**config.mk**
```make
export PLATFORM = sky130hd
export DESIGN_NAME = seg_pager_flat
export DESIGN_NICKNAME = d
export VERILOG_FILES = /design/src/rtl/seg_pager_if.sv /design/src/rtl/seg_pager.sv /design/src/flat_wrapper.sv
export SDC_FILE = /design/constraint.sdc
export NUM_CORES = 1
export LEC_CHECK = 0
export BUFFER_PORTS_ARGS = -buffer_cell sky130_fd_sc_hd__buf_2
export CAP_MARGIN = 20
export CORE_ASPECT_RATIO = 1.75
export CORE_MARGIN = 1
export CORE_UTILIZATION = 47
export CTS_CLUSTER_SIZE = 20
export DETAILED_ROUTE_END_ITERATION = 8
export HOLD_SLACK_MARGIN = 0.15
export PLACE_DENSITY = 0.78
export SLEW_MARGIN = 5
export SYNTH_ARGS = -nofsm -noshare
export SYNTH_HDL_FRONTEND = slang
export SYNTH_SLANG_ARGS = --single-unit
```
**constraint.sdc**
```tcl
create_clock -name CLOCK_50 -period 7.3 [get_ports CLOCK_50]
set_clock_uncertainty 0.05 [all_clocks]
set_input_delay 0.365 -clock CLOCK_50 [delete_from_list [all_inputs] [get_ports CLOCK_50]]
set_output_delay 0.365 -clock CLOCK_50 [all_outputs]
set_load 0.05 [all_outputs]
```
**src/rtl/seg_pager_if.sv**
```systemverilog
// seg_pager_if: BCD input, load/hold controls and paged seven-segment outputs of the pager.
interface seg_pager_if #(
    parameter int NUM_DIGITS   = 9,
    parameter int NUM_DISPLAYS = 3
);
    localparam int NUM_PAGES = (NUM_DIGITS + NUM_DISPLAYS - 1) / NUM_DISPLAYS;
    localparam int PAGE_W    = $clog2(NUM_PAGES + 1);
    logic [4*NUM_DIGITS-1:0]   digits_in;
    logic                      load;
    logic                      hold;
    logic [7*NUM_DISPLAYS-1:0] a_to_g;
    logic [PAGE_W-1:0]         page;
    logic                      page_strobe;
    modport master (output digits_in, load, hold, input a_to_g, page, page_strobe);
    modport slave  (input digits_in, load, hold, output a_to_g, page, page_strobe);
endinterface

```
**src/rtl/seg_pager.sv**
```systemverilog
// seg_pager: snapshots a wide BCD value and pages it across a few seven-segment displays on a dwell timer.
module seg_pager #(
    parameter int NUM_DIGITS   = 9,
    parameter int NUM_DISPLAYS = 3,
    parameter int DWELL_CYCLES = 25_000_000,
    parameter int BLANK_PAGE   = 1,
    parameter int LZ_BLANK     = 0
) (
    input logic       CLOCK_50,
    input logic       reset_n,
    seg_pager_if.slave bus
);
    localparam int NUM_PAGES = (NUM_DIGITS + NUM_DISPLAYS - 1) / NUM_DISPLAYS;
    localparam int PAGE_W    = $clog2(NUM_PAGES + 1);
    localparam int CNT_W     = $clog2(DWELL_CYCLES);
    localparam int START     = (BLANK_PAGE != 0) ? NUM_PAGES : 0;

    logic [4*NUM_DIGITS-1:0]   shadow_q, shadow_d;
    logic [CNT_W-1:0]          cnt_q, cnt_d;
    logic [PAGE_W-1:0]         page_q, page_d, page_nx;
    logic                      strobe_q, strobe_d;
    logic [7*NUM_DISPLAYS-1:0] seg_q, seg_d;
    logic                      tc;
    int                        msnz;
    int                        idx;

    function automatic logic [6:0] decode(input logic [3:0] v);
        case (v)
            4'd0:    decode = 7'b1000000;
            4'd1:    decode = 7'b1111001;
            4'd2:    decode = 7'b0100100;
            4'd3:    decode = 7'b0110000;
            4'd4:    decode = 7'b0011001;
            4'd5:    decode = 7'b0010010;
            4'd6:    decode = 7'b0000010;
            4'd7:    decode = 7'b1111000;
            4'd8:    decode = 7'b0000000;
            4'd9:    decode = 7'b0010000;
            default: decode = 7'b1111111;
        endcase
    endfunction

    assign tc = cnt_q == CNT_W'(DWELL_CYCLES - 1);

    always_comb begin
        page_nx  = (page_q == PAGE_W'(NUM_PAGES)) ? '0 :
                   (page_q == PAGE_W'(NUM_PAGES - 1)) ? ((BLANK_PAGE != 0) ? PAGE_W'(NUM_PAGES) : '0) :
                   page_q + 1'b1;
        shadow_d = bus.load ? bus.digits_in : shadow_q;
        cnt_d    = bus.hold ? cnt_q : (tc ? '0 : cnt_q + 1'b1);
        page_d   = (!bus.hold && tc) ? page_nx : page_q;
        strobe_d = !bus.hold && tc;
    end

    // Highest non-zero digit bounds leading-zero blanking; an all-zero shadow keeps digit 0.
    always_comb begin
        msnz = 0;
        for (int i = 0; i < NUM_DIGITS; i++)
            if (shadow_q[4*i +: 4] != 4'd0) msnz = i;
    end

    always_comb begin
        seg_d = '1;
        idx   = 0;
        for (int d = 0; d < NUM_DISPLAYS; d++) begin
            idx = NUM_DIGITS - 1 - int'(page_q) * NUM_DISPLAYS - (NUM_DISPLAYS - 1 - d);
            if (page_q != PAGE_W'(NUM_PAGES) && idx >= 0 && !(LZ_BLANK != 0 && idx > msnz))
                seg_d[7*d +: 7] = decode(4'(shadow_q >> (4 * idx)));
        end
    end

    always_ff @(posedge CLOCK_50) begin
        if (!reset_n) begin
            shadow_q <= '0;
            cnt_q    <= '0;
            page_q   <= PAGE_W'(START);
            strobe_q <= 1'b0;
            seg_q    <= '1;
        end else begin
            shadow_q <= shadow_d;
            cnt_q    <= cnt_d;
            page_q   <= page_d;
            strobe_q <= strobe_d;
            seg_q    <= seg_d;
        end
    end

    assign bus.a_to_g      = seg_q;
    assign bus.page        = page_q;
    assign bus.page_strobe = strobe_q;
endmodule
```
**src/flat_wrapper.sv**
```systemverilog
// flat-port wrapper written by rule: the top's interface ports become plain ports
module seg_pager_flat 
#(
    parameter int NUM_DIGITS   = 9,
    parameter int NUM_DISPLAYS = 3,
    parameter int DWELL_CYCLES = 25_000_000,
    parameter int BLANK_PAGE   = 1,
    parameter int LZ_BLANK     = 0
)
  (CLOCK_50, reset_n, bus_digits_in, bus_load, bus_hold, bus_a_to_g, bus_page, bus_page_strobe);
  seg_pager_if #(.NUM_DIGITS(NUM_DIGITS), .NUM_DISPLAYS(NUM_DISPLAYS)) bus_i ();
  input logic CLOCK_50;
  input logic reset_n;
  input wire logic [$bits(bus_i.digits_in)-1:0] bus_digits_in;
  input wire logic [$bits(bus_i.load)-1:0] bus_load;
  input wire logic [$bits(bus_i.hold)-1:0] bus_hold;
  output wire logic [$bits(bus_i.a_to_g)-1:0] bus_a_to_g;
  output wire logic [$bits(bus_i.page)-1:0] bus_page;
  output wire logic [$bits(bus_i.page_strobe)-1:0] bus_page_strobe;
  assign bus_i.digits_in = bus_digits_in;
  assign bus_i.load = bus_load;
  assign bus_i.hold = bus_hold;
  assign bus_a_to_g = bus_i.a_to_g;
  assign bus_page = bus_i.page;
  assign bus_page_strobe = bus_i.page_strobe;
  seg_pager #(.NUM_DIGITS(NUM_DIGITS), .NUM_DISPLAYS(NUM_DISPLAYS), .DWELL_CYCLES(DWELL_CYCLES), .BLANK_PAGE(BLANK_PAGE), .LZ_BLANK(LZ_BLANK)) u_core (.CLOCK_50(CLOCK_50), .reset_n(reset_n), .bus(bus_i));
endmodule
```
==> results.yml, run 1 <==
hold_path:
  hp-class: "primary input to flop"
  min-delay-start: "bus_digits_in[16]"
placed_design:
  dp_hpwl_um: 8180
  dp_slack_ns: 2.84
  placed_cells: 671
  io_buffer_count: 63
  place_congestion: 0.954
synth:
  synth_common_cells: "dfxtp_1 (85), mux2i_1 (43), nor2_1 (43), nor2b_1 (43), nand2_1 (36)"
  async_flop_share_pct: 0
  synth_area_leader_cell: "dfxtp_1"
  yosysMostFrequentCell: "dfxtp_1"
  synth_edf_count: 0
  synth_ff_type: "dfxtp_1"
  syn_inst: 516
  ys_seq_area_share_pct: 37.2
  synth_area_leaders: "dfxtp_1 (37%), mux2i_1 (9.4%), nor2b_1 (5.9%)"
  synth_area_um2: 4570
  avgSynthCellArea_um2: 8.86
  synth.net_count: 576
  ys_ff_latch: 85
  synth_top_area_share_pct: 37.2
  synth-warning-count: 0
  ys_types: 60
detailed_routing:
  ant_nets: 0
  num_vias: 3753
  dr.pass1.iters: 5
  drt_iter0_markers: 199
  routedWlPerCell_um: 15.7
  drc: 0
  vias_per_cell: 5.46
  wl_um: 10800
setup_path:
  start_kind: "flop"
  setup.worst_path.end_class: "flop"
  cp-startpoint: "u_core.bus.page[0]$_SDFFE_PN1P_"
  r2r_start: "u_core.bus.page[0]$_SDFFE_PN1P_"
  cp_data_arrival_time_ns: 4.69
  crit_path_max_fanout: 34
  critPathRequiredTime_ns: 7.42
  critical_path_class: "flop to flop"
clock_network:
  clkLatencyLatePin_ns: 0.34
  hold_buffers: 0
  htree_levels: 3
  cts_setup_buffers: 0
  ctsLongestPathBuffers: 2
  cts.clk_slew.worst_paths_ns: 0.06
  post_cts_resize_count: 0
  cts_tree: "yes"
  cts_root_buf: "clkbuf_16"
  numCtsBuffers: 9
  clock_sinks: 85
global_routing:
  overflow: 0
  grt_pass1_wl_um: 17900
  antenna_found_initial: 0
  grt-busiest-layer: "met2"
  grtUsageMet1_pct: 23.2
  grt_start_max_net_pins: 47
  grt_pass1_vias: 3744
  met2_usage_pct: 40.0
  grt_usage_pct: 22.4
  use_met3_pct: 4.76
cells_and_area:
  drive_above_1_share_pct: 17.0
  stdcell_count: 687
  num-nets-final: 620
  diodes: 0
  area_growth_pct: 13.5
status:
  status: "finished clean"
timing:
  fin_crit_sh_pct: 62.6
  rsz0062_at_grt: "false"
  fin_tns_setup_ns: 0
  min_period_ns: 4.57
  final-hold-violation-count: 0
  tightestPinTransition_ns: 1.02
  slew_viol_final: 0
  fmax_ghz: 0.219
  setup_slack_ns: 2.73
  setup_viol: 0
  max_slew_margin_pct: 32.1
floorplanning:
  rows: 47
  dieArea_um2: 10100
  io_pins: 64
  die_h_um: 132
  die_w_um: 76.5
  start_util_pct: 48.3
  core_area_um2: 9470
pwr:
  irDropWorstVdd_uv: 140
  powerDensity_nw_per_um2: 192
  p_leak_nw: 2.10
flow_run:
  maxCapViolCount: 0
-- power by group --
part           switching, W  internal [W]
sequential        0.0000139      0.000477
clock              0.000179      0.000275
combinational     0.0000220     0.0000270
total              0.000215      0.000778
-- critical path, cell delays in order, from the launching register on --
cell	delay [ns]
dfxtp_1	0.90
inv_1	0.48
ha_1	1.07
inv_1	0.41
a22oi_1	0.27
o22ai_1	0.13
a32oi_1	0.48
inv_1	0.12
ha_1	0.22
a21oi_1	0.11
a31o_2	0.12
a22oi_1	0.05
-- flip-flops by register name, summed over array words and instances (netlist names) --
register / count
u_core.shadow_q: 36
u_core.bus.page_strobe: 1
u_core.bus.a_to_g: 21
u_core.cnt_q: 25
u_core.bus.page: 2
-- cells by family (layout without fill, tap and decap cells) --
kind of cell             count (synthesis)  in the layout  share of synthesized area, %
AO/OA/AOI/OAI                          103            103                          14.3
XOR/XNOR                                25             25                          4.79
adder cells (fa/ha/maj)                 20             20                          5.48
buffers and inverters                   46             95                          4.76
flip-flops                              85             85                          37.2
multiplexers                            50             50                          11.2
AND/OR/NAND/NOR                        187            187                          22.2
-- metal layers --
| metal | share of wire [%] | wire, um |
|---|---|---|
| met3 | 3.8 | 404 |
| met1 | 39 | 4170 |
| met2 | 52 | 5600 |
| met4 | 5.5 | 596 |
| met5 | 0 | 0 |
-- layout make-up --
class                      instances  area (um2)
fill                             866        4280
clock inverter                     5        60.1
multi-input combinational        385        2650
timing repair buffer              64         323
sequential                        85        1700
tap                              122         153
inverter                          15        56.3
clock buffer                      11         243
-- worst paths after layout --
check                                endpoint  slack, ns  depth (start not counted)
max          u_core.bus.a_to_g[13]$_SDFF_PN1_       2.73                         11
min          u_core.shadow_q[16]$_SDFFE_PN0P_       0.24                          3
max reg2reg  u_core.bus.a_to_g[13]$_SDFF_PN1_       2.73                         11
min reg2reg     u_core.cnt_q[20]$_SDFFE_PN0N_       0.47                          2
-- stage by stage --
step	hold slack, ns	power (W)	cell area [um2]	utilization, %
floorplan	0.421	0.000527	4570	-
global placement	0.434	0.000548	4880	51.6
detailed placement	0.457	0.000550	4880	51.6
CTS	0.233	0.00100	5190	54.8
global route	0.231	0.00103	5190	54.8
finish	0.239	0.000993	5190	54.8
-- cell usage in the layout, fill, tap and decap left out, types with 3 or more instances in the layout --
master     synthesis  layout
nand2_1           36      36
and3b_1            3       3
nor3_1             8       8
o21ai_0           19      19
nor3b_1            3       3
mux2i_1           43      43
o22ai_1            5       5
a32oi_1            4       4
a22oi_1           11      11
buf_2             15      63
and3_1             8       8
clkbuf_16          0       9
mux2_2             6       6
ha_1              20      20
nand3b_1           3       3
xor2_1            12      12
a31o_2             3       3
nand3_1           10      10
nand2b_1           9       9
and2_1             5       5
nor2b_1           43      43
a21oi_1           34      34
nor2_1            43      43
inv_1             14      14
dfxtp_1           85      85
xnor2_1           13      13
o211ai_1           6       6
No activity file was read; power rests on OpenSTA's default activity.
==> run 2, diff against run 1 <==
- clock period: 7.3 -> 4.61 ns (I/O delays scaled with it)
==> run 2 against run 1 <==
Net effect: sequential power rose by 59%; hold slack got worse by 0.061 ns; clock-buffer cell count did not move; design area rose by 7.5%; combinational power rose by 110%; setup slack got worse by 1.3 ns; via count rose by 6.8%; global-route usage rose by 1.7 points; clock power rose by 59%; critical path type unchanged; critical endpoint is now u_core.bus.a_to_g[1]$_SDFF_PN1_.
==> results.yml, run 2 (same netlist as run 1, synthesis figures left out) <==
hold_path:
  hp-class: "primary input to flop"
timing:
  final-hold-violation-count: 0
  fmax_ghz: 0.313
  setup_viol: 0
  rsz0062_at_grt: "false"
  min_period_ns: 3.20
  fin_tns_setup_ns: 0
  fin_crit_sh_pct: 69.3
  max_slew_margin_pct: 32.2
  tightestPinTransition_ns: 1.02
  timing.hold.ws_ns: 0.178
  slew_viol_final: 0
global_routing:
  grt_pass1_vias: 4035
  antenna_found_initial: 0
  grt_pass1_wl_um: 19100
  grt_start_max_net_pins: 47
  overflow: 0
  grt_usage_pct: 24.1
pwr:
  irDropWorstVdd_uv: 189
  swShare_pct: 21.9
  powerDensity_nw_per_um2: 288
  p_seq_share_pct: 48.5
  clockPowerShare_pct: 45.1
  p_sw_w: 0.000351
  p_leak_nw: 2.27
  internal_power_w: 0.00125
  p_comb_share_pct: 6.4
placed_design:
  dpl_cell_area_um2: 4910
  dp_hpwl_um: 8240
  place_congestion: 0.986
  io_buffer_count: 63
clock_network:
  clock_sinks: 85
  clkLatencyLatePin_ns: 0.34
  cts_setup_buffers: 0
  ctsLongestPathBuffers: 2
  numCtsBuffers: 9
  cts_tree: "yes"
  cts_root_buf: "clkbuf_16"
  htree_levels: 3
  cts.clk_slew.worst_paths_ns: 0.06
status:
  status: "finished clean"
cells_and_area:
  regMostFlops: "u_core.shadow_q"
  largest_register_ffs: 36
  drive_above_1_share_pct: 16.5
  num-nets-final: 660
  final_area_um2: 5580
  diodes: 0
  multi_input_area_um2: 2650
  regArea_um2: 1700
  num-fill-cells: 849
  final_common_cell: "dfxtp_1"
  area_growth_pct: 22.0
  mostFrequentLayoutCells: "dfxtp_1 (85), buf_2 (63), mux2i_1 (43), nor2_1 (43), nor2b_1 (43)"
setup_path:
  start_kind: "flop"
  critical_path_class: "flop to flop"
  critPathRequiredTime_ns: 4.75
  cp_data_arrival_time_ns: 3.33
  crit_path_max_fanout: 25
  setup.worst_path.end_class: "flop"
detailed_routing:
  ant_nets: 0
  dr.pass1.iters: 5
  drc: 0
  vias_per_cell: 5.51
  wl_um: 11500
  routedWlPerCell_um: 15.9
  num_vias: 4008
  drt_iter0_markers: 303
floorplanning:
  die_h_um: 132
  start_util_pct: 48.3
  die_w_um: 76.5
  core_area_um2: 9470
  rows: 47
  dieArea_um2: 10100
  io_pins: 64
flow_run:
  maxCapViolCount: 0
## run 2: cell types whose count changed in the layout (fill, tap and decap cells not counted)
cell	before	now
buf_4	1	5
dlygate4sd3_1	0	36
## run 2: layout make-up
type | count | area share, %
Multi-Input combinational cell | 385 | 47.5
Sequential cell | 85 | 30.5
Timing Repair Buffer | 104 | 12.8
Clock buffer | 11 | 4.35
Tap cell | 122 | 2.74
Clock inverter | 5 | 1.08
Inverter | 15 | 1.01
## run 2: final timing paths
check / startpoint / end / slack (ns) / cells after the start
worst max-delay path: u_core.bus.page[0]$_SDFFE_PN1P_ / u_core.bus.a_to_g[1]$_SDFF_PN1_ / 1.41 / 11
worst min-delay path: bus_hold / u_core.cnt_q[0]$_SDFFE_PN0N_ / 0.18 / 3
worst max register to register: u_core.bus.page[0]$_SDFFE_PN1P_ / u_core.bus.a_to_g[1]$_SDFF_PN1_ / 1.41 / 11
worst min register to register: u_core.cnt_q[20]$_SDFFE_PN0N_ / u_core.cnt_q[20]$_SDFFE_PN0N_ / 0.46 / 2
## run 2: timing repair
item / 4_1_cts / 5_1_grt
hold buffers: 36 / 0
endpoints found under the hold margin: 36 / 0
gates resized for setup: 0 / 0
## run 2: power groups by stage
stage	registers [W]	clock network, W	logic [W]
after global placement	0.000792	0	0.0000755
after CTS	0.000776	0.000740	0.000102
after global routing	0.000778	0.000768	0.000113
after floorplan	0.000782	0	0.0000535
final	0.000777	0.000723	0.000103
after detailed placement	0.000793	0	0.0000779
## run 2: per-layer routing
layer  GRT usage, %  vias up  wire, um
li1               -     1961         -
met1           24.9     1887      4410
met2           43.6      116      6120
met3           3.72       44       368
met4           17.2        0       635
met5              0        -         0
## run 2: stage by stage
stage / total power [W] / std cells / util [%] / setup WS [ns]
global placement: 0.000868 / 675 / 51.9 / 1.58
global route: 0.00166 / 727 / 58.9 / 1.08
finish: 0.00160 / 727 / 58.9 / 1.41
CTS: 0.00162 / 727 / 58.9 / 1.45
floorplan: 0.000835 / 516 / - / 1.11
detailed placement: 0.000871 / 675 / 51.9 / 1.47
## run 2: critical path, cell delays in order (launching register included)
cell and delay, ns:
dfxtp_1 0.33, buf_4 0.28, ha_1 0.58, buf_4 0.28, nand2b_1 0.12, a21oi_1 0.07, o21ai_0 0.57, inv_1 0.15
ha_1 0.35, nor2_1 0.05, o21ai_0 0.15, nand2_1 0.06
==> run 3, diff against run 2 <==
- clock period: 4.61 -> 3.1 ns (I/O delays scaled with it)
==> run 3 against run 2 <==
Net effect: combinational power is 51% higher; via count increased by 1.3%; power up 42%; die area stayed put; global-route usage increased by 0.43 points; first-iteration DRC count fell by 41%; sequential power increased by 48%; sequential share of layout area is 0.22 points lower; cell count rose by 1.4%; largest power group unchanged.
==> results.yml, run 3 (same netlist as run 1, synthesis figures left out) <==
clock_network:
  clock_sinks: 85
  numCtsBuffers: 9
  cts_root_buf: "clkbuf_16"
  htree_levels: 3
  cts_tree: "yes"
  ctsLongestPathBuffers: 2
  clkLatencyLatePin_ns: 0.34
  cts.clk_slew.worst_paths_ns: 0.06
floorplanning:
  die_w_um: 76.5
  dieArea_um2: 10100
  die_h_um: 132
  io_pins: 64
  core_area_um2: 9470
  rows: 47
  start_util_pct: 48.3
cells_and_area:
  diodes: 0
  mostFrequentLayoutCells: "dfxtp_1 (83), buf_2 (63), mux2i_1 (43), nor2_1 (43), nor2b_1 (43)"
  largest_register_ffs: 36
  regMostFlops: "u_core.shadow_q"
  num-nets-final: 671
  area_growth_pct: 23.3
  regArea_um2: 1710
  num-fill-cells: 820
  drive_above_1_share_pct: 18.2
  stdcell_count: 737
  final_common_cell: "dfxtp_1"
  multi_input_area_um2: 2650
pwr:
  p_seq_share_pct: 50.5
  irDropWorstVdd_uv: 296
  p_comb_share_pct: 6.8
  powerDensity_nw_per_um2: 406
  clockPowerShare_pct: 42.7
  p_leak_nw: 2.31
  swShare_pct: 23.1
  internal_power_w: 0.00176
  p_sw_w: 0.000528
detailed_routing:
  wl_met2_um: 6160
  num_vias: 4062
  dr.pass1.iters: 5
  wl_met1_um: 4550
  highest_layer: "met4"
  route.met3.wl_um: 466
  ant_nets: 0
  wl_um: 11800
  drt_iter0_markers: 178
  routedWlPerCell_um: 16.1
  drc: 0
  vias_per_cell: 5.51
timing:
  fin_crit_sh_pct: 93.5
  rsz0062_at_grt: "false"
  max_slew_margin_pct: 31.0
  setup_viol: 0
  final-hold-violation-count: 0
  fin_tns_setup_ns: 0
  timing.hold.ws_ns: 0.299
  min_period_ns: 2.90
  fmax_ghz: 0.345
  slew_viol_final: 0
  tightestPinTransition_ns: 1.04
global_routing:
  grt_usage_pct: 24.5
  overflow: 0
  grt_pass1_wl_um: 19400
  antenna_found_initial: 0
  grt_pass1_vias: 4074
  grt_start_max_net_pins: 46
setup_path:
  critPathRequiredTime_ns: 3.22
  cp_data_arrival_time_ns: 3.02
  endpoint: "u_core.bus.a_to_g[17]$_SDFF_PN1_"
  path_cells: "inv_1 > ha_2 > buf_4 > nand2_1 > o2bb2ai_1 > a22oi_1 > o21a_1 > or2_2 > ha_1 > mux2_2 > nor2_1 > o21ai_0"
  setup.worst_path.end_class: "flop"
  rr_endpoint: "u_core.bus.a_to_g[17]$_SDFF_PN1_"
  rr_worst_depth: 12
  cp-startpoint: "u_core.bus.page[1]$_SDFFE_PN1P_"
  crit_path_max_fanout: 12
  critical_path_class: "flop to flop"
  slowest_delay_ns: 0.45
  r2r_start: "u_core.bus.page[1]$_SDFFE_PN1P_"
  critPathSlowestCell: "ha_2"
  regToRegSetupSlack_ns: 0.20
  start_kind: "flop"
placed_design:
  placed_cells: 685
  dp_hpwl_um: 8440
  io_buffer_count: 63
  place_congestion: 0.948
flow_run:
  maxCapViolCount: 0
status:
  status: "finished clean"
hold_path:
  hp-class: "primary input to flop"
==> run 3: cell count changes in the layout (fill, tap and decap cells not counted), sizes merged <==
cell / change
buf: +10
bufinv: -1
clkbuf: -1
clkinv: +1
dlygate4sd3: +1
==> run 3: worst min path at each step <==
stage,start,to,depth (start not counted)
floorplan,bus_hold,u_core.cnt_q[0]$_SDFFE_PN0N_,2
global placement,bus_digits_in[16],u_core.shadow_q[16]$_SDFFE_PN0P_,3
detailed placement,bus_digits_in[14],u_core.shadow_q[14]$_SDFFE_PN0P_,3
CTS,reset_n,u_core.bus.page[0]$_SDFFE_PN1P_,3
global route,reset_n,u_core.bus.page[1]$_SDFFE_PN1P_,3
finish,reset_n,u_core.bus.page[0]$_SDFFE_PN1P_,3
==> run 3: timing repair <==
action | CTS | global route
hold buffers | 37 | 0
gates resized for setup | 0 | 1
hold endpoints to repair | 37 | 0
endpoints found under the setup margin | 0 | 1
buffers inserted | 0 | 0
==> run 3: layer usage <==
metal | up-vias | track usage [%]
li1 | 1978 | -
met2 | 141 | 44.4
met1 | 1893 | 25.2
met4 | 0 | 17.2
met5 | - | 0
met3 | 50 | 4.14
==> run 3: critical path, delay by kind of cell (launching register included) <==
family / cells / cell delay [ns]
buffers and inverters: 2 / 0.29
adders and majority gates: 2 / 0.77
and+or+nand+nor: 3 / 0.46
muxes: 1 / 0.27
AOI/OAI and AO/OA: 4 / 0.49
DFF: 1 / 0.37
==> run 3: per-stage QoR <==
| step | worst slack (ns) | util (%) | cell area (um2) | total power (W) |
|---|---|---|---|---|
| floorplan | 0.00924 | - | 4570 | 0.00124 |
| global placement | 0.290 | 52.7 | 4990 | 0.00129 |
| detailed placement | 0.170 | 52.7 | 4990 | 0.00129 |
| CTS | 0.142 | 59.5 | 5630 | 0.00230 |
| global route | 0.0130 | 59.5 | 5630 | 0.00237 |
| finish | 0.201 | 59.5 | 5630 | 0.00228 |
==> run 3: final cells by class <==
class / count / area share (%)
Multi-Input combinational cell: 385 / 47.1
Sequential cell: 85 / 30.3
Timing Repair Buffer: 115 / 14.2
Clock buffer: 10 / 4.06
Tap cell: 122 / 2.71
Inverter: 15 / 0.999
Clock inverter: 5 / 0.688
==> run 3: power groups by stage <==
stage / Combinational (W) / Sequential [W] / Clock [W]
floorplan: 0.0000796 / 0.00116 / 0
detailed placement: 0.000117 / 0.00118 / 0
global route: 0.000172 / 0.00116 / 0.00104
CTS: 0.000154 / 0.00115 / 0.000993
finish: 0.000156 / 0.00115 / 0.000975
global placement: 0.000114 / 0.00118 / 0
